--- config.mk ---
export PLATFORM = sky130hd
export DESIGN_NAME = alu_flag_branch_flat
export DESIGN_NICKNAME = d
export VERILOG_FILES = /design/src/rtl/alu_flag_branch_if.sv /design/src/rtl/alu_flag_branch.sv /design/src/flat_wrapper.sv
export SDC_FILE = /design/constraint.sdc
export NUM_CORES = 1
export LEC_CHECK = 0
export BUFFER_PORTS_ARGS = -buffer_cell sky130_fd_sc_hd__buf_2
export CAP_MARGIN = 10
export CORE_MARGIN = 2
export CORE_UTILIZATION = 25
export DETAILED_ROUTE_END_ITERATION = 12
export GPL_ROUTABILITY_DRIVEN = 0
export PLACE_DENSITY = 0.49
export SLEW_MARGIN = 20
export SYNTH_ARGS = -nofsm -noshare
export SYNTH_HDL_FRONTEND = slang
export SYNTH_SLANG_ARGS = --single-unit
--- constraint.sdc ---
create_clock -name clk -period 4.4 [get_ports clk]
set_input_delay 1.32 -clock clk [delete_from_list [all_inputs] [get_ports clk]]
set_output_delay 1.32 -clock clk [all_outputs]
set_load 0.03 [all_outputs]
--- src/rtl/alu_flag_branch_if.sv ---
// EX-stage bundle between the ALU flag logic and the branch resolver.
// The master drives the EX slot and reads back flags and the branch decision.
interface alu_flag_branch_if;
  logic       ex_valid;
  logic       flush;
  logic       set_flags;
  logic       alu_negative;
  logic       alu_zero;
  logic       alu_carry;
  logic       alu_overflow;
  logic [1:0] br_type;
  logic [3:0] cond;
  logic       rt_zero;
  logic [3:0] flags_q;
  logic       br_valid;
  logic       br_taken;
  logic       squashing;

  modport master (
    output ex_valid, flush, set_flags, alu_negative, alu_zero, alu_carry, alu_overflow,
           br_type, cond, rt_zero,
    input  flags_q, br_valid, br_taken, squashing
  );

  modport slave (
    input  ex_valid, flush, set_flags, alu_negative, alu_zero, alu_carry, alu_overflow,
           br_type, cond, rt_zero,
    output flags_q, br_valid, br_taken, squashing
  );
endinterface

--- src/rtl/alu_flag_branch.sv ---
// Latches NZCV on flag-setting EX instructions, resolves B.cond/CBZ/CBNZ with a
// one-cycle registered decision, and ignores the wrong-path slots after a taken branch.
module alu_flag_branch #(
  parameter int unsigned SQUASH_CYCLES = 1
) (
  input logic               clk,
  input logic               reset_n,
  alu_flag_branch_if.slave  bus
);

  localparam logic [2:0] SquashInit = 3'(SQUASH_CYCLES);

  typedef enum logic [0:0] {StRun, StSquash} state_e;

  state_e     state_q;
  logic [2:0] cnt_q;
  logic [3:0] flags_q;
  logic       br_valid_q;
  logic       br_taken_q;
  logic       squashing_q;

  logic       accept;
  logic       is_branch;
  logic       n_flag, z_flag, c_flag, v_flag;
  logic       cond_base;
  logic       cond_true;
  logic       taken;

  assign accept    = bus.ex_valid & ~bus.flush & ~squashing_q;
  assign is_branch = (bus.br_type != 2'd0);
  assign {n_flag, z_flag, c_flag, v_flag} = flags_q;

  // ARM encoding: cond[3:1] selects the test, cond[0] inverts it (except AL/NV).
  always_comb begin
    cond_base = 1'b0;
    unique case (bus.cond[3:1])
      3'd0: cond_base = z_flag;
      3'd1: cond_base = c_flag;
      3'd2: cond_base = n_flag;
      3'd3: cond_base = v_flag;
      3'd4: cond_base = c_flag & ~z_flag;
      3'd5: cond_base = (n_flag == v_flag);
      3'd6: cond_base = ~z_flag & (n_flag == v_flag);
      3'd7: cond_base = 1'b1;
    endcase
    cond_true = (bus.cond[3:1] == 3'd7) ? 1'b1 : (cond_base ^ bus.cond[0]);
  end

  always_comb begin
    taken = 1'b0;
    unique case (bus.br_type)
      2'd0: taken = 1'b0;
      2'd1: taken = cond_true;
      2'd2: taken = bus.rt_zero;
      2'd3: taken = ~bus.rt_zero;
    endcase
  end

  always_ff @(posedge clk or negedge reset_n) begin
    if (!reset_n) begin
      state_q     <= StRun;
      cnt_q       <= 3'd0;
      flags_q     <= 4'b0000;
      br_valid_q  <= 1'b0;
      br_taken_q  <= 1'b0;
      squashing_q <= 1'b0;
    end else begin
      if (accept && bus.set_flags) begin
        flags_q <= {bus.alu_negative, bus.alu_zero, bus.alu_carry, bus.alu_overflow};
      end
      br_valid_q <= accept & is_branch;
      br_taken_q <= accept & is_branch & taken;

      unique case (state_q)
        StRun: begin
          if (accept && is_branch && taken) begin
            state_q     <= StSquash;
            cnt_q       <= SquashInit;
            squashing_q <= 1'b1;
          end
        end
        StSquash: begin
          cnt_q <= cnt_q - 3'd1;
          // The slot on this edge is still ignored; accept sees squashing_q high.
          if (cnt_q == 3'd1) begin
            state_q     <= StRun;
            squashing_q <= 1'b0;
          end
        end
        default: begin
          state_q     <= StRun;
          squashing_q <= 1'b0;
        end
      endcase
    end
  end

  assign bus.flags_q   = flags_q;
  assign bus.br_valid  = br_valid_q;
  assign bus.br_taken  = br_taken_q;
  assign bus.squashing = squashing_q;

endmodule

--- src/flat_wrapper.sv ---
// flat-port wrapper written by rule: the top's interface ports become plain ports
module alu_flag_branch_flat 
#(
  parameter int unsigned SQUASH_CYCLES = 1
)
  (clk, reset_n, bus_ex_valid, bus_flush, bus_set_flags, bus_alu_negative, bus_alu_zero, bus_alu_carry, bus_alu_overflow, bus_br_type, bus_cond, bus_rt_zero, bus_flags_q, bus_br_valid, bus_br_taken, bus_squashing);
  alu_flag_branch_if bus_i ();
  input logic clk;
  input logic reset_n;
  input wire logic [$bits(bus_i.ex_valid)-1:0] bus_ex_valid;
  input wire logic [$bits(bus_i.flush)-1:0] bus_flush;
  input wire logic [$bits(bus_i.set_flags)-1:0] bus_set_flags;
  input wire logic [$bits(bus_i.alu_negative)-1:0] bus_alu_negative;
  input wire logic [$bits(bus_i.alu_zero)-1:0] bus_alu_zero;
  input wire logic [$bits(bus_i.alu_carry)-1:0] bus_alu_carry;
  input wire logic [$bits(bus_i.alu_overflow)-1:0] bus_alu_overflow;
  input wire logic [$bits(bus_i.br_type)-1:0] bus_br_type;
  input wire logic [$bits(bus_i.cond)-1:0] bus_cond;
  input wire logic [$bits(bus_i.rt_zero)-1:0] bus_rt_zero;
  output wire logic [$bits(bus_i.flags_q)-1:0] bus_flags_q;
  output wire logic [$bits(bus_i.br_valid)-1:0] bus_br_valid;
  output wire logic [$bits(bus_i.br_taken)-1:0] bus_br_taken;
  output wire logic [$bits(bus_i.squashing)-1:0] bus_squashing;
  assign bus_i.ex_valid = bus_ex_valid;
  assign bus_i.flush = bus_flush;
  assign bus_i.set_flags = bus_set_flags;
  assign bus_i.alu_negative = bus_alu_negative;
  assign bus_i.alu_zero = bus_alu_zero;
  assign bus_i.alu_carry = bus_alu_carry;
  assign bus_i.alu_overflow = bus_alu_overflow;
  assign bus_i.br_type = bus_br_type;
  assign bus_i.cond = bus_cond;
  assign bus_i.rt_zero = bus_rt_zero;
  assign bus_flags_q = bus_i.flags_q;
  assign bus_br_valid = bus_i.br_valid;
  assign bus_br_taken = bus_i.br_taken;
  assign bus_squashing = bus_i.squashing;
  alu_flag_branch #(.SQUASH_CYCLES(SQUASH_CYCLES)) u_core (.clk(clk), .reset_n(reset_n), .bus(bus_i));
endmodule
# Word level (Yosys, flattened, before mapping)
# Index checks and enable logic that the tools add are counted.
[classes] magnitude_cmp=0 n_bitwise=12 n_div=0 reduce_logical=7 n_addsub=1 muxes=11 n_eq_ne=14 n_mul=0 shifts=0
[ops] operator="3-bit == test, second input constant" n=4
[ops] operator="1-bit case mux with 8 select lines" n=1
[ops] operator="1-bit bitwise AND" n=6
[ops] operator="3-bit by 1-bit == test with 1-bit output, second input constant" n=2
[ops] operator="3-bit by 2-bit == test with 1-bit output, second input constant" n=2
[ops] operator="3-bit case mux with 2 select lines" n=1
[ops] operator="1-bit two-way mux" n=5
[ops] operator="1-bit NOT" n=5
[ops] operator="2-bit == test, second input constant" n=2
[ops] operator="1-bit case mux with 2 select lines" n=2
[ops] operator="1-bit case mux with 4 select lines" n=1
[ops] operator="1-bit logical AND" n=3
[ops] operator="3-bit logical NOT" n=1
[ops] operator="3-bit two-way mux" n=1
[ops] operator="3-bit by 1-bit subtractor with 3-bit output, second input constant" n=1
[ops] operator="2-bit by 1-bit == test with 1-bit output, second input constant" n=1
[ops] operator="2-bit logical NOT" n=1
[ops] operator="2-bit by 1-bit != test with 1-bit output, second input constant" n=1
[ops] operator="2-bit != test, second input constant" n=1
[ops] operator="2-bit AND reduction" n=1
[ops] operator="2-bit nonzero test" n=1
[ops] operator="1-bit == test" n=1
[ops] operator="1-bit bitwise XOR" n=1
[totals] latchBits=0 in_bits=16 ff_bits=11 elab_cells=51 ramBits=0 romBits=0 mem_count=0

# Depth between registers and ports, before layout
[depth] ltp_word=9 mapped_depth=5

# Worst setup path after synthesis
# OpenSTA, ideal clock, no wires.
[synth_timing] path_type="input-to-reg" startpoint="input port bus_cond[2]" endpoint="register u_core.cnt_q[2]" slack_ns=1.770 path_stages=5 n_path_buf=0 setup_ns=0.120 arrival_ns=2.510 cell_sequence="or3_4 -> o21a_1 -> a211oi_2 -> o2111ai_2 -> and3b_1"
[synth_between] elab_chain_len=7 elab_cells_between_ends=14 cone_classes="eq/ne (8); mux (3); bitwise (1); reduce/logical (2)"
[synth_lines] item="from (decl)" line_no="flat_wrapper.sv:18" rtl="input wire logic [$bits(bus_i.cond)-1:0] bus_cond;"
[synth_lines] item="3-bit == test (tied with other cells)" line_no="alu_flag_branch.sv:36, alu_flag_branch.sv:46"
[synth_lines] item="1-bit case mux with 8 select lines" line_no="alu_flag_branch.sv:36" rtl="unique case (bus.cond[3:1])"
[synth_lines] item="1-bit bitwise XOR" line_no="alu_flag_branch.sv:46" rtl="cond_true = (bus.cond[3:1] == 3'd7) ? 1'b1 : (cond_base ^ bus.cond[0]);"
[synth_lines] item="1-bit two-way mux *" line_no="alu_flag_branch.sv:46"
[synth_lines] item="1-bit case mux with 4 select lines *" line_no="alu_flag_branch.sv:51" rtl="unique case (bus.br_type)"
[synth_lines] item="1-bit logical AND *" line_no="alu_flag_branch.sv:76" rtl="if (accept && is_branch && taken) begin"
[synth_lines] item="2-bit by 1-bit != test with 1-bit output (no line) *"
[synth_lines] item="to (signal assigned)" line_no="alu_flag_branch.sv:78" rtl="cnt_q <= SquashInit;"
[synth_lines] item="to (signal assigned)" line_no="alu_flag_branch.sv:83" rtl="cnt_q <= cnt_q - 3'd1;"
[synth_lines] item="to (decl)" line_no="alu_flag_branch.sv:16" rtl="logic [2:0] cnt_q;"
# Every way passes the cells marked *; elsewhere a longest branch is shown, timed or not.
# A chain may end at the register's enable or synchronous reset.

# Worst setup path after layout
# Ends and elaborated chain as after synthesis.

==> key figures <==
Routing
  – Via density: between 4 and 5
  – DRC: 0
  – Post-DR wirelength/cell: between 10 and 15 um
  – Total number of vias: 542
  – Remaining antenna violation count: 0
  – Routed WL: roughly 1300 um
  – 1st-pass router iterations: 4
  – DRT iter0 DRCs: 6

Power
  – Internal: 265 uW
  – Total power: approximately 460 uW
  – Switching pwr: approximately 200 uW
  – Comb pwr share: 0.452
  – Clock network power share: 0.147
  – P per Cell Area: between 500 and 600 nW/um2
  – Sequential fraction of design power: 0.400
  – Leakage: 0.386 nW
  – Net Sw Frac: 0.429
  – Worst vdd ir: 0.262 mV

Synth
  – Post-Synthesis Cells: a little over 60
  – Post-synth top cells: dfrtp_1 (11), nand2_1 (7), inv_1 (6), nor2_1 (4), o21ai_0 (4)
  – Post-synthesis async set-or-reset flop share: 1.00
  – Syn Nets: 80
  – Yosys warning count: 0
  – Share of the synthesized area in the top cell type: 0.446
  – Synthesized cell area: 617 um2
  – Mean area per synthesized cell: ~10 um2
  – Area contributors post-synth: dfrtp_1 (45%), mux2_2 (5.5%), nand2_1 (4.3%), ha_1 (4.1%), inv_1 (3.7%)
  – Ys flop type: dfrtp_1
  – EDFF count, synth: 0
  – Most numerous cell in the Yosys netlist: dfrtp_1
  – Yosys top cell by area: dfrtp_1
  – Cell variety after synth: 27
  – Synth Register Bits: 11
  – Sequential area share after synthesis: 0.446

Worst hold path
  – Hold Path Origin: u_core.cnt_q[1]
  – Hold path depth: 1
  – Min-delay worst type: flop to flop

Setup path
  – Reg2reg end: u_core.cnt_q[2]
  – Critical Path Sink Type: flop
  – R2r worst-path depth: 5
  – Cells along the critical path: buf_2 > or3_4 > o21a_1 > a211oi_2 > o2111ai_2 > and3b_1
  – CP Class: input pin to flop
  – Worst r2r src: u_core.bus.flags_q[2]
  – Worst EP required: ~4.6 ns
  – Worst Path Max Fanout: 6
  – CP startpoint kind: input pin
  – R2r setup slk: 2.65 ns
  – CP max-delay cell: or3_4
  – Worst Setup SP: bus_cond[2]
  – Critical path arrival: around 2.7 ns
  – Crit path to: u_core.cnt_q[2]
  – Critical Path Max Stage Delay: around 0.39 ns

Cells and area
  – ANT cells: 0
  – Footprint of the multi-input gates: roughly 320 um2
  – Nets: 106
  – Layout area overhead: 27.2%
  – Fillers: approximately 250
  – Register Area: ~280 um2
  – Share of cells above drive strength 1: 0.379

STA
  – Unrepaired setup endpoints after global routing: no
  – Setup TNS: 0 ns
  – Highest clock rate: 387 MHz
  – Final min period: approximately 2.6 ns
  – Slew Viols, Final: 0
  – Final Hold Vio Count: 0
  – Rel. slew slack: 0.763
  – Clock Skew: approximately 0.0016 ns
  – Fin crit share: 0.587
  – Final Setup Violations: 0
  – Worst Tran Pin Value: 0.355 ns

CTS
  – Max Root-Sink Buffers: 2
  – Hold-fix buffers at CTS: 0
  – Clock transition at the registers of the reported paths: 0.07 ns
  – Post-CTS setup buffer count: 0
  – Cts repair resizes: 0
  – Root Driver: clkbuf_4
  – Num CTS Buffers: 3
  – Clock net sink count: 11
  – CTS H-tree lvls: 1
  – Worst-Skew Late Latency: between 0.2 and 0.3 ns
  – CTS tree: done

Floorplanning
  – Row count: 17
  – Die Wd: between 50 and 60 um
  – # IOs: 23
  – Area of the core: ~2300 um2
  – Die Ht: ~54 um
  – Initial core utilization: 0.271
  – Die area: 2880 um2

Flow run
  – Total of max-cap violations: 0

Global routing
  – Antenna violations before repair: 0
  – Pin count of the biggest net entering global routing: 12
  – Total track usage: 0.108
  – First-pass GRT wire length: approximately 2100 um
  – Gr ovfl total: 0
  – Via count of the first global-routing pass: 479

Placed design
  – Detailed Place HPWL: approximately 1100 um
  – Port bufs: 22

Run status
  – Outcome: completed
cells in the final DEF (no fill, tap or decap), types with 2 or more instances in the layout:
cell type	netlist	layout
o21ai_0	4	4
o211ai_1	2	2
nand2_1	7	7
xnor2_1	2	2
mux2_2	3	3
clkbuf_4	0	3
nor2_1	4	4
ha_1	2	2
o21a_1	2	2
a21oi_1	2	2
dfrtp_1	11	11
and2_1	2	2
buf_2	0	22
inv_1	6	6
layer usage:
layer	vias to the layer above	wire [um]	part of all wire	track usage
met5	-	0	0	0
li1	272	-	-	-
met2	16	607	0.46	0.161
met4	0	16	0.012	0.0769
met1	252	615	0.47	0.135
met3	2	74	0.056	0.0250
worst min-delay path by stage:
stage,end,slack (ns)
2_1_floorplan,u_core.cnt_q[1],0.48
3_3_place_gp,u_core.cnt_q[1],0.51
3_5_place_dp,u_core.cnt_q[1],0.49
4_1_cts,u_core.cnt_q[1],0.51
5_1_grt,u_core.cnt_q[1],0.51
6_report,u_core.cnt_q[1],0.51
final cells by class:
type                       count  share of cell area
timing repair buffer          22               0.140
tap                           28              0.0447
sequential                    11               0.351
clock buffer                   4              0.0335
inverter                       6              0.0287
multi-input combinational     44               0.402
worst max-delay path: cells and delay by family:
kind                   cells  cell delay (ns)
AND/OR/NAND/NOR            2             0.61
AO/OA/AOI/OAI              3             0.67
buffers and inverters      1             0.13
flip-flops by register name, summed over array words and instances, names as in the netlist:
signal	cells
u_core.cnt_q	3
u_core.bus.br_taken	1
u_core.state_q	1
u_core.bus.squashing	1
u_core.bus.br_valid	1
u_core.bus.flags_q	4
stage by stage:
stage                     setup slack [ns]  utilization  cells  area [um2]  hold WS [ns]
after floorplan                       1.77            -     62         617         0.477
after global placement                1.59        0.333    111         758         0.507
after detailed placement              1.51        0.333    111         758         0.493
after CTS                             1.82        0.345    115         785         0.510
after global routing                  1.71        0.345    115         785         0.514
final                                 1.82        0.345    115         785         0.514
cell families (layout without fill, tap and decap cells):
group,count (synthesis),count (layout),share of synthesized area
AND/OR/NAND/NOR,20,20,0.174
adder cells (fa/ha/maj),2,2,0.0406
flip-flops,11,11,0.446
buffers and inverters,7,32,0.0426
multiplexers,3,3,0.0548
AO/OA/AOI/OAI,17,17,0.213
XOR/XNOR,2,2,0.0284
power groups by stage:
stage / Combinational (mW) / Clock (mW) / Sequential [mW]
2_1_floorplan: 0.106 / 0 / 0.230
3_3_place_gp: 0.213 / 0 / 0.189
3_5_place_dp: 0.211 / 0 / 0.188
4_1_cts: 0.212 / 0.0721 / 0.186
5_1_grt: 0.233 / 0.0784 / 0.194
6_report: 0.210 / 0.0684 / 0.186
(Power assumes the default switching activity.)
